<file path="config.mk">
export PLATFORM = sky130hd
export DESIGN_NAME = ex_mem_stage
export DESIGN_NICKNAME = d
export VERILOG_FILES = /design/src/rtl/ex_mem_stage.sv
export SDC_FILE = /design/constraint.sdc
export NUM_CORES = 1
export LEC_CHECK = 0
export ABC_CLOCK_PERIOD_IN_PS = 3350
export BUFFER_PORTS_ARGS = -buffer_cell sky130_fd_sc_hd__buf_2
export CAP_MARGIN = 30
export CORE_MARGIN = 5
export CORE_UTILIZATION = 50
export CTS_CLUSTER_SIZE = 16
export DETAILED_ROUTE_END_ITERATION = 8
export GPL_ROUTABILITY_DRIVEN = 0
export PLACE_DENSITY = 0.81
export SYNTH_ARGS = -nofsm -noshare
export SYNTH_HDL_FRONTEND = slang
export SYNTH_SLANG_ARGS = --single-unit
export TNS_END_PERCENT = 20
</file>
<file path="constraint.sdc">
create_clock -name clk -period 3.35 [get_ports clk]
set_input_delay 0.335 -clock clk [delete_from_list [all_inputs] [get_ports clk]]
set_output_delay 0.335 -clock clk [all_outputs]
set_load 0.01 [all_outputs]
</file>
<file path="src/rtl/ex_mem_stage.sv">
// EX->MEM pipeline register with branch/jump resolution.
// This stage registers the ALU result and the EX control fields into the MEM
// stage. It turns a taken BEQ/BNE/BLT/BGE/JAL/JALR into a one-cycle redirect
// pulse for fetch. It also squashes the single wrong-path instruction that sits
// in EX while that redirect is in flight.
module ex_mem_stage #(
  parameter int XLEN   = 32,
  parameter int REG_AW = 5
) (
  input  logic              clk,
  input  logic              reset_n,
  input  logic              mem_stall,
  input  logic              ex_valid,
  input  logic [XLEN-1:0]   ex_pc,
  input  logic [XLEN-1:0]   ex_imm,
  input  logic [XLEN-1:0]   ex_rs2_data,
  input  logic [REG_AW-1:0] ex_rd,
  input  logic              ex_is_branch,
  input  logic              ex_is_jal,
  input  logic              ex_is_jalr,
  input  logic              ex_mem_read,
  input  logic              ex_mem_write,
  input  logic              ex_reg_write,
  input  logic              ex_mem_to_reg,
  input  logic [XLEN-1:0]   alu_result,
  input  logic              alu_bcond,
  output logic              mem_valid,
  output logic [XLEN-1:0]   mem_result,
  output logic [XLEN-1:0]   mem_rs2_data,
  output logic [REG_AW-1:0] mem_rd,
  output logic              mem_mem_read,
  output logic              mem_mem_write,
  output logic              mem_reg_write,
  output logic              mem_mem_to_reg,
  output logic              redirect_valid,
  output logic [XLEN-1:0]   redirect_pc
);

  localparam logic [XLEN-1:0] INSN_BYTES = XLEN'(4);

  // RUN: normal capture. SQUASH: a stall froze the wrong-path EX slot
  // while the redirect pulse was out, so the next capture must be dropped.
  typedef enum logic {RUN, SQUASH} state_t;

  state_t          state;
  logic            squash;
  logic            slot_valid;
  logic            is_jump;
  logic            taken;
  logic [XLEN-1:0] target;
  logic [XLEN-1:0] link_value;

  // JALR clears bit 0 of the ALU sum. Branches and JAL are PC-relative.
  // Both targets wrap modulo 2^XLEN.
  function automatic logic [XLEN-1:0] redirect_target(
    input logic            jalr,
    input logic [XLEN-1:0] pc,
    input logic [XLEN-1:0] imm,
    input logic [XLEN-1:0] alu
  );
    if (jalr) return alu & ~XLEN'(1);
    return pc + imm;
  endfunction

  // Decide what the current EX slot turns into if it is captured this cycle.
  // While the pulse is high, EX holds the instruction fetched down the wrong path.
  always_comb begin
    squash     = redirect_valid | (state == SQUASH);
    slot_valid = ex_valid & ~squash;
    is_jump    = ex_is_jal | ex_is_jalr;
    taken      = slot_valid & (is_jump | (ex_is_branch & alu_bcond));
    target     = redirect_target(ex_is_jalr, ex_pc, ex_imm, alu_result);
    link_value = is_jump ? (ex_pc + INSN_BYTES) : alu_result;
  end

  // This block holds the pipeline register, the redirect pulse and the squash FSM.
  // A stall freezes every MEM-side output but always drops the pulse.
  always_ff @(posedge clk) begin
    if (!reset_n) begin
      state          <= RUN;
      mem_valid      <= 1'b0;
      mem_result     <= '0;
      mem_rs2_data   <= '0;
      mem_rd         <= '0;
      mem_mem_read   <= 1'b0;
      mem_mem_write  <= 1'b0;
      mem_reg_write  <= 1'b0;
      mem_mem_to_reg <= 1'b0;
      redirect_valid <= 1'b0;
      redirect_pc    <= '0;
    end else begin
      redirect_valid <= 1'b0;
      if (!mem_stall) begin
        mem_valid      <= slot_valid;
        mem_result     <= link_value;
        mem_rs2_data   <= ex_rs2_data;
        mem_rd         <= ex_rd;
        mem_mem_read   <= slot_valid & ex_mem_read;
        mem_mem_write  <= slot_valid & ex_mem_write;
        mem_reg_write  <= slot_valid & ex_reg_write & ~ex_is_branch;
        mem_mem_to_reg <= slot_valid & ex_mem_to_reg;
        redirect_valid <= taken;
        if (taken) redirect_pc <= target;
        state          <= RUN;
      end else if (redirect_valid) begin
        state <= SQUASH;
      end
    end
  end

endmodule

</file>
==> metrics.md <==
| Metric | Value |
|---|---|
| Largest area contributor in the netlist | `dfxtp_1` |
| Initial DRT Pass Iterations | `7` |
| # Max-Cap Violations | `0` |
| Total core area | `13300 sq um` |
| Dpl ws | `0.468 ns` |
| Util after Layout | `63.7%` |
| Die Width | `127 um` |
| Number of synthesized flops with an enable pin | `0` |
| DIE AREA | `16000 sq um` |
| Synth top area share | `31.8%` |
| Clk_skew | `0.0113 ns` |
| Clk_lat worst skew | `0.35 ns` |
| Layout cells sized above 1 | `27.4%` |
| Synthesized instance count | `857` |
| Fmax | `393 MHz` |
| Row count | `42` |
| Worst-margin pin slew | `0.740 ns` |
| Max incr delay on CP | `0.55 ns` |
| Cell area after synthesis | `6800 sq um` |
| DRT iter0 DRCs | `809` |
| Arrival @ worst endpoint | `2.78 ns` |
| Biggest regs | `mem_result: 32 flops, mem_rs2_data: 32 flops, redirect_pc: 32 flops` |
| Crit-path cells | `buf_2 > ha_1 > fa_1 > a21oi_1 > o21ai_1 > a211oi_2 > a211oi_1 > or3_1 > nand3_1 > a31oi_1` |
| IO Port Bufs | `251` |
| Max Slew Vio Count | `0` |
| Setup Viol. Count Final | `0` |
| GR Overflow Total | `0` |
| Total CTS buffers | `9` |
| CTS tree | `built` |
| Fillers | `1155` |
| DR vias | `7522` |
| Post-synthesis sequential area ratio | `31.8%` |
| Slew headroom | `50.6%` |
| Critical path class | `input pin to flip-flop` |
| Root buf cell | `clkbuf_16` |
| # resized after CTS | `0` |
| Non-Filler Instances | `1259` |
| Largest net degree at the start of global routing | `54` |
| Fin crit period | `2.54 ns` |
| Max Buffers Root-to-Sink | `2` |
| Pwr Density | `406 nW/um^2` |
| Ys async rst share | `0%` |
| Final HPWL DP | `18700 um` |
| Leakage dissipation | `0.00402 uW` |
| Total power | `3440 uW` |
| Syn Nets | `1035` |
| Status | `complete, no violations` |
| Drt drc | `0` |
| Most common cell in the netlist | `nor2_1` |
| H-tree levels | `3` |
| IO Pins | `252` |
| Worst Hold Class | `input pin to flip-flop` |
| Nets@finish | `1253` |
| Worst EP required | `3.58 ns` |
| Setup crit end kind | `flip-flop` |
| Drt wl/cell | `18.9 um` |
| Antenna Nets Post-Route | `0` |
| Mean post-synth cell area | `7.94 sq um` |
| Crit Path Max Fanout | `8` |
| Startpoint types | `input pin` |
| Die height | `127 um` |
| DRT Wirelength | `23800 um` |
| FF+latch count, synth | `108` |
| Initial antenna violation count | `3` |
| Crit path buf inv count | `1` |
| Setup ws final | `0.805 ns` |
| Area Growth Syn to Fin | `24.5%` |
| CTS Hold Bufs | `0` |
| Fin crit share | `76.0%` |
| Commonest cells post-synth | `nor2_1, dfxtp_1, a21oi_1` |
| RSZ-0062 raised after global routing | `no` |
| CP max stage cell | `a211oi_2` |
| Top FF cell, synth | `dfxtp_1` |
| Synth area leaders | `dfxtp_1, nor2_1, ha_1` |
| Fin. Hold Viols | `0` |
| Starting density of the core | `51.2%` |
| Clock transition at the registers of the reported paths | `0.08 ns` |
| First-pass GRT wire length | `36800 um` |
| VDD IR max | `0.000247 V` |
| Setup Fix Bufs, Post-CTS | `0` |
| Yosys warns | `0` |
| Gr usage total | `28.4%` |
| Placed cells | `1240` |
| Yosys cell types | `70` |
| Clock sinks | `108` |
| Fin Setup TNS | `0 ns` |
| Vias in the first global route | `6839` |
| DR vias/cell | `5.97` |
| Worst path top cell family by delay | `compound AO/OA/AOI/OAI gates` |
[per-layer routing]
| metal | track usage [%] | share of wire [%] | up-vias |
|---|---|---|---|
| li1 | - | - | 3589 |
| met1 | 39.3 | 42 | 3425 |
| met2 | 44.1 | 44 | 459 |
| met3 | 5.30 | 11 | 49 |
| met4 | 10.9 | 3.1 | 0 |
| met5 | 0 | 0 | - |
[cells by family after synthesis]
kind of cell,Yosys count,synth area share (%)
AND/OR/NAND/NOR,306,22.3
multiplexers,40,5.88
buffers and inverters,71,4.12
adder cells (fa/ha/maj),33,6.18
AO/OA/AOI/OAI,260,24.7
flip-flops,108,31.8
XOR/XNOR,39,5.02
[worst register-to-register path, cell delays in order, from the launching register on]
cell,delay (ns)
dfxtp_1,0.34
nor4b_4,0.24
buf_4,0.22
o21ai_4,0.19
nor2_8,0.21
nand2_2,0.13
or4_1,0.51
nand3_1,0.09
[where the power goes]
group	switching (uW)	internal [uW]
clock network	557	542
registers	43.3	1360
logic	558	371
[final cells by class]
type                    count  area (sq um)  share of cell area [%]
repair buffers            261          1350                    15.9
diodes                      3          7.51                  0.0886
flip-flops and latches    108          2160                    25.5
multi-input cells         678          4360                    51.5
inverters                  17          63.8                   0.753
clock buffers               9           225                    2.66
clock inverters             7          83.8                   0.990
well taps                 176           220                    2.60
[cells in the final DEF, fill, tap and decap left out, types with 11 or more instances in the layout]
cell      synthesis  routed
and3_1           12      12
xnor2_1          21      21
a211oi_1         20      20
or3_1            11      11
xor2_1           18      18
nand2_1          66      66
nor2_1          117     117
a21oi_1          78      78
inv_1            16      16
ha_1             32      32
a21o_1           14      14
dfxtp_1         108     108
o211ai_1         15      15
nand4_1          15      15
buf_2             2     250
o21ai_0          49      49
mux2i_1          40      40
nand3_1          34      34
[metrics by stage]
stage	area, sq um	hold WS, ns
after floorplan	6800	0.468
after global placement	8150	0.436
after detailed placement	8150	0.434
after CTS	8460	0.200
after global routing	8470	0.203
final	8470	0.210
[worst paths after layout]
path | slack, ns | to | cells past startpoint | from
min | 0.21 | mem_rs2_data[30] | 3 | ex_rs2_data[30]
min reg2reg | 0.45 | redirect_pc[2] | 2 | redirect_pc[2]
max reg2reg | 1.39 | redirect_pc[27] | 7 | state
max | 0.81 | redirect_pc[22] | 10 | ex_pc[0]
No activity file was read; power rests on OpenSTA's default activity.
